`src/rtl/vtm_pkg.sv`:
```
// Shared types for the video timing meter: FSM states and stability-counter sizing.
package vtm_pkg;

  typedef enum logic [1:0] {
    ST_NOSIG = 2'd0,
    ST_ACQ   = 2'd1,
    ST_LOCK  = 2'd2
  } state_t;

  localparam int unsigned MATCH_W = 4;
  localparam logic [MATCH_W-1:0] MATCH_MAX = '1;

endpackage

```
`src/rtl/vtm_line_counter.sv`:
```
// Saturating event counter with count qualifier, synchronous restart and saturation flag.
module vtm_line_counter #(
  parameter int unsigned W = 12
) (
  input  logic         clk,
  input  logic         rst_n,
  input  logic         inc,
  input  logic         restart,
  output logic [W-1:0] count,
  output logic         sat_c
);

  // A qualified event arriving while already at all-ones is lost; flag it.
  assign sat_c = inc & ~restart & (count == {W{1'b1}});

  // Restart counts the restarting event itself as the first one.
  always_ff @(posedge clk or negedge rst_n) begin
    if (!rst_n) begin
      count <= '0;
    end else if (restart) begin
      count <= W'(inc);
    end else if (inc && (count != {W{1'b1}})) begin
      count <= count + W'(1);
    end
  end

endmodule

```
`src/rtl/video_timing_meter.sv`:
```
// Measures line/frame timing from clean sync/blank inputs and publishes it
// once the same timing has repeated for STABLE_FRAMES consecutive frames.
module video_timing_meter
  import vtm_pkg::*;
#(
  parameter int unsigned HW            = 12,
  parameter int unsigned VW            = 11,
  parameter int unsigned STABLE_FRAMES = 2,
  parameter int unsigned TIMEOUT       = 1048576
) (
  input  logic          clk_vid,
  input  logic          reset_n,
  input  logic          ce_pix,
  input  logic          HSync,
  input  logic          VSync,
  input  logic          HBlank,
  input  logic          VBlank,
  output logic [HW-1:0] h_total,
  output logic [HW-1:0] h_active,
  output logic [HW-1:0] h_sync,
  output logic [VW-1:0] v_total,
  output logic [VW-1:0] v_active,
  output logic [VW-1:0] v_sync,
  output logic          locked,
  output logic          changed
);

  localparam int unsigned TUP_W = 3*HW + 3*VW;
  localparam int unsigned TW    = $clog2(TIMEOUT + 1);
  localparam logic [MATCH_W-1:0] LOCK_CNT = MATCH_W'(STABLE_FRAMES - 1);

  logic          hs_d, vs_d, hs_rise, vs_rise;
  logic [HW-1:0] hcnt, hact, hsw;
  logic [VW-1:0] vcnt, vact, vsw;
  logic [HW-1:0] line_htot, line_hact, line_hsw;
  logic [5:0]    sat;
  logic          frame_ovf, ovf_now;
  logic [TW-1:0] tcnt;
  logic          timeout_hit;
  logic [TUP_W-1:0] cand, prev_tup, prev_nxt, pub, pub_nxt;
  logic          prev_valid, prev_valid_nxt, match_c;
  logic [MATCH_W-1:0] match_cnt, match_nxt, mc_inc;
  logic          locked_nxt, changed_nxt;
  state_t        state, state_nxt;

  always_ff @(posedge clk_vid or negedge reset_n) begin
    if (!reset_n) begin
      hs_d <= 1'b0;
      vs_d <= 1'b0;
    end else if (ce_pix) begin
      hs_d <= HSync;
      vs_d <= VSync;
    end
  end

  assign hs_rise = ce_pix & HSync & ~hs_d;
  assign vs_rise = ce_pix & VSync & ~vs_d;

  vtm_line_counter #(.W(HW)) u_hcnt (.clk(clk_vid), .rst_n(reset_n), .inc(ce_pix),
    .restart(hs_rise), .count(hcnt), .sat_c(sat[0]));
  vtm_line_counter #(.W(HW)) u_hact (.clk(clk_vid), .rst_n(reset_n), .inc(ce_pix & ~HBlank),
    .restart(hs_rise), .count(hact), .sat_c(sat[1]));
  vtm_line_counter #(.W(HW)) u_hsw (.clk(clk_vid), .rst_n(reset_n), .inc(ce_pix & HSync),
    .restart(hs_rise), .count(hsw), .sat_c(sat[2]));
  vtm_line_counter #(.W(VW)) u_vcnt (.clk(clk_vid), .rst_n(reset_n), .inc(hs_rise),
    .restart(vs_rise), .count(vcnt), .sat_c(sat[3]));
  vtm_line_counter #(.W(VW)) u_vact (.clk(clk_vid), .rst_n(reset_n), .inc(hs_rise & ~VBlank),
    .restart(vs_rise), .count(vact), .sat_c(sat[4]));
  vtm_line_counter #(.W(VW)) u_vsw (.clk(clk_vid), .rst_n(reset_n), .inc(hs_rise & VSync),
    .restart(vs_rise), .count(vsw), .sat_c(sat[5]));

  // Completed-line values plus per-frame overflow tracking.
  always_ff @(posedge clk_vid or negedge reset_n) begin
    if (!reset_n) begin
      line_htot <= '0;
      line_hact <= '0;
      line_hsw  <= '0;
      frame_ovf <= 1'b0;
    end else begin
      if (hs_rise) begin
        line_htot <= hcnt;
        line_hact <= hact;
        line_hsw  <= hsw;
      end
      if (vs_rise)   frame_ovf <= 1'b0;
      else if (|sat) frame_ovf <= 1'b1;
    end
  end

  assign ovf_now = frame_ovf | (|sat);

  // A line ending on this very strobe is the last completed line of the frame.
  assign cand = hs_rise ? {hcnt, hact, hsw, vcnt, vact, vsw}
                        : {line_htot, line_hact, line_hsw, vcnt, vact, vsw};

  // No-signal watchdog: fires once when TIMEOUT clocks pass without a line start.
  assign timeout_hit = ~hs_rise & (tcnt == TW'(TIMEOUT - 1));

  always_ff @(posedge clk_vid or negedge reset_n) begin
    if (!reset_n)                  tcnt <= '0;
    else if (hs_rise)              tcnt <= '0;
    else if (tcnt != TW'(TIMEOUT)) tcnt <= tcnt + TW'(1);
  end

  assign match_c = prev_valid & ~ovf_now & (cand == prev_tup);
  assign mc_inc  = !match_c ? '0 :
                   (match_cnt == MATCH_MAX) ? MATCH_MAX : match_cnt + MATCH_W'(1);

  always_ff @(posedge clk_vid or negedge reset_n) begin
    if (!reset_n) begin
      state      <= ST_NOSIG;
      match_cnt  <= '0;
      prev_tup   <= '0;
      prev_valid <= 1'b0;
      pub        <= '0;
      locked     <= 1'b0;
      changed    <= 1'b0;
    end else begin
      state      <= state_nxt;
      match_cnt  <= match_nxt;
      prev_tup   <= prev_nxt;
      prev_valid <= prev_valid_nxt;
      pub        <= pub_nxt;
      locked     <= locked_nxt;
      changed    <= changed_nxt;
    end
  end

  always_comb begin
    state_nxt      = state;
    match_nxt      = match_cnt;
    prev_nxt       = prev_tup;
    prev_valid_nxt = prev_valid;
    pub_nxt        = pub;
    locked_nxt     = locked;
    changed_nxt    = 1'b0;
    if (timeout_hit) begin
      state_nxt      = ST_NOSIG;
      match_nxt      = '0;
      prev_valid_nxt = 1'b0;
      pub_nxt        = '0;
      locked_nxt     = 1'b0;
      changed_nxt    = locked;
    end else if (vs_rise) begin
      case (state)
        ST_NOSIG: begin
          // First frame start only arms measurement; the partial frame is dropped.
          state_nxt      = ST_ACQ;
          match_nxt      = '0;
          prev_valid_nxt = 1'b0;
        end
        ST_ACQ: begin
          match_nxt      = mc_inc;
          prev_nxt       = cand;
          prev_valid_nxt = ~ovf_now;
          if (!ovf_now && (mc_inc >= LOCK_CNT)) begin
            state_nxt   = ST_LOCK;
            pub_nxt     = cand;
            locked_nxt  = 1'b1;
            changed_nxt = 1'b1;
          end
        end
        ST_LOCK: begin
          match_nxt      = mc_inc;
          prev_nxt       = cand;
          prev_valid_nxt = ~ovf_now;
          if (!match_c) begin
            state_nxt   = ST_ACQ;
            locked_nxt  = 1'b0;
            changed_nxt = 1'b1;
          end
        end
        default: state_nxt = ST_NOSIG;
      endcase
    end
  end

  assign h_total  = pub[TUP_W-1      -: HW];
  assign h_active = pub[TUP_W-HW-1   -: HW];
  assign h_sync   = pub[TUP_W-2*HW-1 -: HW];
  assign v_total  = pub[3*VW-1       -: VW];
  assign v_active = pub[2*VW-1       -: VW];
  assign v_sync   = pub[VW-1:0];

endmodule

```
`config.mk`:
```
export PLATFORM = sky130hd
export DESIGN_NAME = video_timing_meter
export DESIGN_NICKNAME = d
export VERILOG_FILES = /design/src/rtl/vtm_pkg.sv /design/src/rtl/vtm_line_counter.sv /design/src/rtl/video_timing_meter.sv
export SDC_FILE = /design/constraint.sdc
export NUM_CORES = 1
export LEC_CHECK = 0
export BUFFER_PORTS_ARGS = -buffer_cell sky130_fd_sc_hd__buf_2
export CORE_UTILIZATION = 45
export CTS_BUF_LIST = sky130_fd_sc_hd__clkbuf_8
export CTS_CLUSTER_SIZE = 30
export DETAILED_ROUTE_END_ITERATION = 7
export RECOVER_POWER = 100
export SKIP_LAST_GASP = 1
export SLEW_MARGIN = 20
export SYNTH_ARGS = -nofsm -noshare
export SYNTH_HDL_FRONTEND = slang
export SYNTH_HIERARCHICAL = 1
export SYNTH_SLANG_ARGS = --single-unit
```
`constraint.sdc`:
```
create_clock -name clk_vid -period 14.25 [get_ports clk_vid]
set_input_delay 0.7125 -clock clk_vid [delete_from_list [all_inputs] [get_ports clk_vid]]
set_output_delay 0.7125 -clock clk_vid [all_outputs]
set_load 0.03 [all_outputs]
```
# Word-level counts from Yosys, hierarchy flattened

Index checks and enable logic that the tools add are counted.

Bits in registers: 276
Bits in latches: 0
Memory bits (writable): 0
Memory bits (read-only): 0
Bits of input ports: 7
Output and inout port bits: 71
Memories kept: 0

$add $sub $neg: 8
Multipliers: 0
Div/mod/pow operators: 0
$lt $le $gt $ge: 1
Equal/unequal tests: 20
Shift operators: 0
Mux-type cells: 44
Bitwise logic cells: 31
Reduce and logical (&&, ||, !) cells: 29

Operators with widths:

| cell                    | number |
|---|---|
| $mux W69                | 5 |
| $mux W12                | 6 |
| $eq A69 B69 Y1          | 1 |
| $mux W11                | 6 |
| $mux W21                | 2 |
| $add A12 B1 Y12 const B | 3 |
| $eq A12 B12 Y1 const B  | 3 |
| $ne A12 B12 Y1 const B  | 3 |
| $add A11 B1 Y11 const B | 3 |
| $eq A11 B11 Y1 const B  | 3 |
| $ne A11 B11 Y1 const B  | 3 |
| $and A1 B1 Y1           | 22 |
| $reduce_bool A2 Y1      | 11 |
| $add A21 B1 Y21 const B | 1 |
| $eq A21 B20 Y1 const B  | 1 |
| $ne A21 B21 Y1 const B  | 1 |
| $mux W4                 | 4 |
| $mux W1                 | 12 |
| $reduce_and A3 Y1       | 3 |
| $mux W2                 | 4 |
| $not A1 Y1              | 8 |
| $pmux W4 S2             | 1 |
| $logic_and A1 B1 Y1     | 7 |
| $ne A3 B3 Y1 const B    | 2 |
| other kinds (15)        | 18 |

# Logic depth before layout (Yosys ltp)

Depth in word-level cells: 17
Depth in mapped cells: 18
Mapped depth without buffers: 12

# Modules after synthesis

The synthesis kept the hierarchy.

Modules (own cells, without submodules):

| module                         | instances | cells an instance | area an instance (µm²) | seq. area each (µm²) |
|---|---|---|---|---|
| video_timing_meter             | 1         | 931               | 9410.3                 | 5180.0 |
| vtm_line_counter at u_vact ... | 3         | 67                | 721.9                  | 275.3 |
| vtm_line_counter at u_hact ... | 3         | 72                | 708.2                  | 300.3 |

# Worst setup path after synthesis

Ideal clock, no wire load.

Kind: in2reg
Start point: input HSync
End point: register pub[25]
Arrival time: 5.354 ns
Data required time: 14.118 ns
Slack: 8.764 ns
Cell stages on the path: 18
Cells stage by stage: nand3b_2 > inv_2 > buf_2 > buf_1 > clkbuf_1 > buf_1 > clkbuf_1 > nor3_1 > or4_1 > nand4b_1 > a221o_1 > nor4_1 > nand4_1 > nor4_4 > buf_4 > buf_6 > mux2i_1 > nor2_1

Longest elaborated chain between the ends: 15
Elaborated cells on any way between the ends: 34

RTL lines:

| what                                    | RTL line                  | source |
|---|---|---|
| start: declaration                      | video_timing_meter.sv:14  | `input logic HSync,` |
| $and A1 B1 Y1 (*) (2 in series)         | video_timing_meter.sv:56  | `assign hs_rise = ce_pix & HSync & ~hs_d;` |
| net hs_rise                             | video_timing_meter.sv:32  | `logic hs_d, vs_d, hs_rise, vs_rise;` |
| $not A1 Y1 (*)                          | vtm_line_counter.sv:14    | `assign sat_c = inc & ~restart & (count == {W{1'b1}});` |
| $and A1 B1 Y1 (*) (2 in series)         | vtm_line_counter.sv:14    |  |
| net sat[2]                              | video_timing_meter.sv:36  | `logic [5:0] sat;` |
| $reduce_or A6 Y1 (*)                    | video_timing_meter.sv:90  | `assign ovf_now = frame_ovf \| (\|sat);` |
| $or A1 B1 Y1 (*)                        | video_timing_meter.sv:90  |  |
| $not A1 Y1                              | video_timing_meter.sv:105 | `assign match_c = prev_valid & ~ovf_now & (cand == prev_tup);` |
| $and A1 B1 Y1 (2 in series)             | video_timing_meter.sv:105 |  |
| $mux W4                                 | video_timing_meter.sv:106 | `assign mc_inc = !match_c ? '0 :` |
| $ge A4 B1 Y1                            | video_timing_meter.sv:156 | `if (!ovf_now && (mc_inc >= LOCK_CNT)) begin` |
| $logic_and A1 B1 Y1 (*)                 | video_timing_meter.sv:156 |  |
| $reduce_bool A2 Y1 (no source line) (*) | -                         |  |
| $reduce_and A3 Y1 (no source line) (*)  | -                         |  |
| end signal: assignment                  | video_timing_meter.sv:123 | `pub <= pub_nxt;` |
| end: declaration                        | video_timing_meter.sv:40  | `logic [TUP_W-1:0] cand, prev_tup, prev_nxt, pub, pub_nxt;` |

The timed path passes the listed nets; every way through them passes the cells marked *.
A chain may end at the register's enable or synchronous reset.

# Worst setup path after layout

Start point: input ce_pix
End point: register pub[29]

Longest elaborated chain between the ends: 15
Elaborated cells on any way between the ends: 38

RTL lines:

| what                                           | RTL line                                           | source |
|---|---|---|
| start: declaration                             | video_timing_meter.sv:13                           | `input logic ce_pix,` |
| $and A1 B1 Y1 (on tied branches) (2 in series) | video_timing_meter.sv:56, video_timing_meter.sv:57 |  |
| $and A1 B1 Y1 or $not A1 Y1 (tied branches)    | video_timing_meter.sv:69, vtm_line_counter.sv:14   |  |
| $and A1 B1 Y1 (*) (2 in series)                | vtm_line_counter.sv:14                             |  |
| net sat[5]                                     | video_timing_meter.sv:36                           |  |
| $reduce_or A6 Y1 (*)                           | video_timing_meter.sv:90                           |  |
| $or A1 B1 Y1 (*)                               | video_timing_meter.sv:90                           |  |
| $not A1 Y1                                     | video_timing_meter.sv:105                          |  |
| $and A1 B1 Y1 (2 in series)                    | video_timing_meter.sv:105                          |  |
| $mux W4                                        | video_timing_meter.sv:106                          |  |
| $ge A4 B1 Y1                                   | video_timing_meter.sv:156                          |  |
| $logic_and A1 B1 Y1 (*)                        | video_timing_meter.sv:156                          |  |
| $reduce_bool A2 Y1 (no source line) (*)        | -                                                  |  |
| $reduce_and A3 Y1 (no source line) (*)         | -                                                  |  |

Marked as above.

==> impl_metrics.tcl <==
set metrics [dict create \
    multiInputGateArea_um2 6123 \
    cts.sinks 276 \
    finalHoldViolCount 0 \
    synth_cells 1348 \
    area_delta_synth_final_pct 10.48 \
    vdd_ir_drop_max_uv 73.84 \
    tightestPinTransition_ps 4698 \
    layout-drive-gt1-share 0.08322 \
    power_density_nw_per_um2 128.5 \
    holdWs_ps 475.0 \
    core_region_area_um2 29800 \
    pin_count 78 \
    gr-usage-all-layers 0.2123 \
    final_worst_path_period_need_ps 8960 \
    place.gp.congestion 0.8316 \
    layout_worst_path_cycle_share 0.6288 \
    register_area_um2 6907 \
    post-route-drc-count 0 \
    met2_length_um 15140 \
    met1Wirelength_um 15350 \
    number_of_maximum_capacitance_constraint_violations 6 \
    mappedNetlistArea_um2 13700 \
    dp_hpwl_um 21150 \
    worst_ep_arrival_time_ps 9370 \
    rsz_0062_raised_after_global_routing "false" \
    yosys_most_used_dff "dfrtp_1" \
    io_buffer_count 77 \
    start_kind "primary input" \
    dr_wl_met3_um 1130 \
    timing.setup.tns_ps 0 \
    setup_viol 0 \
    initial_utilization 0.4598 \
    post_drt_wl_per_cell_um 17.48 \
    ys_async_sr_fraction 1.000 \
    drt-initial-drc-count 567 \
    die_area_um2 31150 \
    max_layer_used "met4" \
    ys_ff_latch 276 \
    fp_rows 63 \
    cts_max_path_buffers 3 \
    syn_nets 1368 \
    fmax_ghz 0.1116 \
    yosysWarnings 6 \
    synth_sequential_area_ratio 0.5041 \
    globalRoute.totalOverflow 0 \
    dr.pass1.iters 5 \
    synthesized_area_divided_by_synthesized_cell_count_um2 10.16 \
    fill_cells 2818 \
    drt.antenna.violating_nets 0 \
    cts-buffers-inserted 49 \
    grt_pass1_vias 9749 \
    latest_clock_arrival_within_the_worst_skew_pair_ps 560 \
    cts_resized 0 \
    dieWidth_um 176.5 \
    netlist.area_leader.share 0.5041 \
    timing.critical_path.to_type "flop" \
    path_clk_slew_ps 50 \
    relSlewSlack -2.132 \
    tritoncts_clock_tree "done" \
    min_path_type "in2reg" \
    cts_root_buffer "clkbuf_8" \
    synth_largest_area_cell "dfrtp_1" \
    die_height_um 176.5 \
    worstPathMaxFanout 72 \
    grt_first_pass_wirelength_um 52770 \
    antenna_cells_inserted 0 \
    leakage_uw 0.007070 \
    grt_start_max_net_pins 146 \
    synthTopCellsByArea "dfrtp_1 (50%), mux2i_1 (5.4%), nand2_1 (4.5%)" \
    final-max-slew-violation-count 374 \
    max_h_tree_level 2 \
    routed-via-count 10092 \
    failed_checks "max-capacitance violations, max-slew violations" \
    design.final.nets 1441 \
    run_status "complete, but fails checks" \
    required_ps 14660 \
    hold_buffers 0 \
    drt-vias-per-instance 5.473 \
    yosys.cell_types.count 69 \
    final.setup_skew_ps 26.54 \
    antenna_found_initial 0 \
    critPathKind "in2reg" \
    synth_edf_count 0 \
    cts_post_setup_buffers_inserted 0 \
    wl_um 32240 \
]
==> final timing paths <==
| kind | endpoint | slack [ps] | start | cells after the start |
|---|---|---|---|---|
| min in group asynchronous | tcnt[2] | 900 | reset_n | 1 |
| setup / recovery | pub[29] | 5290 | ce_pix | 15 |
| setup reg to reg | pub[29] | 5620 | hs_d | 14 |
| hold reg to reg | prev_tup[63] | 490 | prev_tup[63] | 2 |
| max in group asynchronous | u_vsw/count[6] | 7890 | reset_n | 2 |
| hold / removal | hs_d | 480 | HSync | 2 |
==> layout make-up <==
cell class,count,area share
Tap cell,390,0.03224
Clock buffer,62,0.05637
Sequential cell,276,0.4563
Inverter,67,0.01670
Clock inverter,22,0.01017
Multi-Input combinational cell,941,0.4045
Timing Repair Buffer,86,0.02372
==> synthesized netlist by cell type, types with 26 or more instances <==
master and count:
nor3_1 27, o21ai_0 58, dfrtp_1 276, a31oi_1 26
clkbuf_1 31, xor2_1 44, a211oi_1 54, nand2_1 164
a21oi_1 27, nor2b_1 29, xnor2_1 35, inv_1 66
mux2i_1 74, nor2_1 128
==> where the power goes <==
part | total (µW) | internal [µW] | switching [µW] | leakage (µW)
Clock | 749 | 425 | 323 | 0.000562
Combinational | 275 | 108 | 167 | 0.00272
Sequential | 922 | 848 | 73.2 | 0.00379
Total | 1950 | 1380 | 563 | 0.00707
==> placed cells by master, fill, tap and decap left out, types with 35 or more instances in the layout <==
cell and instances:
clkbuf_8 62, nand2_1 164, xnor2_1 35, a211oi_1 56
nor2_1 127, inv_1 78, clkbuf_1 77, mux2i_1 74
xor2_1 44, o21ai_0 60, dfrtp_1 276
==> logic make-up after synthesis <==
family                     Yosys count  share of synthesized area
AOI/OAI and AO/OA                  245                     0.1246
xor gates and xnor gates            79                    0.05050
adders and majority gates           13                    0.01187
buffers and inverters              131                    0.04530
DFF                                276                     0.5041
muxes                               83                    0.06228
and+or+nand+nor                    521                     0.2014
==> per-stage QoR <==
step / worst slack (ps) / instance area, µm² / power [µW] / util / std cells
after floorplan: 8764 / 13700 / 1107 / - / 1348
after global placement: 8603 / 14320 / 1211 / 0.4804 / 1759
after detailed placement: 8452 / 14320 / 1216 / 0.4804 / 1759
after CTS: 9040 / 15320 / 1975 / 0.5142 / 1843
after global routing: 4436 / 15140 / 2050 / 0.5080 / 1844
final: 5290 / 15140 / 1945 / 0.5080 / 1844
==> routing by layer <==
metal | vias to the layer above | GRT usage
li1 | 4920 | -
met1 | 4952 | 0.2988
met2 | 170 | 0.3415
met3 | 50 | 0.03101
met4 | 0 | 0.05639
met5 | - | 0
==> registers in the layout, summed over array words and instances, names as in the netlist, 2 cells and up <==
| register | flops |
|---|---|
| u_hcnt/count | 12 |
| u_vsw/count | 11 |
| prev_tup | 69 |
| tcnt | 21 |
| match_cnt | 4 |
| u_vcnt/count | 11 |
| u_hsw/count | 12 |
| u_hact/count | 12 |
| pub | 69 |
| state | 2 |
| line_hsw | 12 |
| u_vact/count | 11 |
| line_htot | 12 |
| line_hact | 12 |
==> critical path: stages <==
cell and delay [ps]:
clkbuf_1 340, nand3b_1 630, clkinvlp_2 1970, clkbuf_1 1620
and2_0 790, nor3b_1 250, or4_1 540, nand4b_1 210
a221o_1 280, nor4_1 220, nand4_1 210, nor4_1 420
buf_4 690, mux2i_1 270, nor2_1 50
No activity file was read; power rests on OpenSTA's default activity.
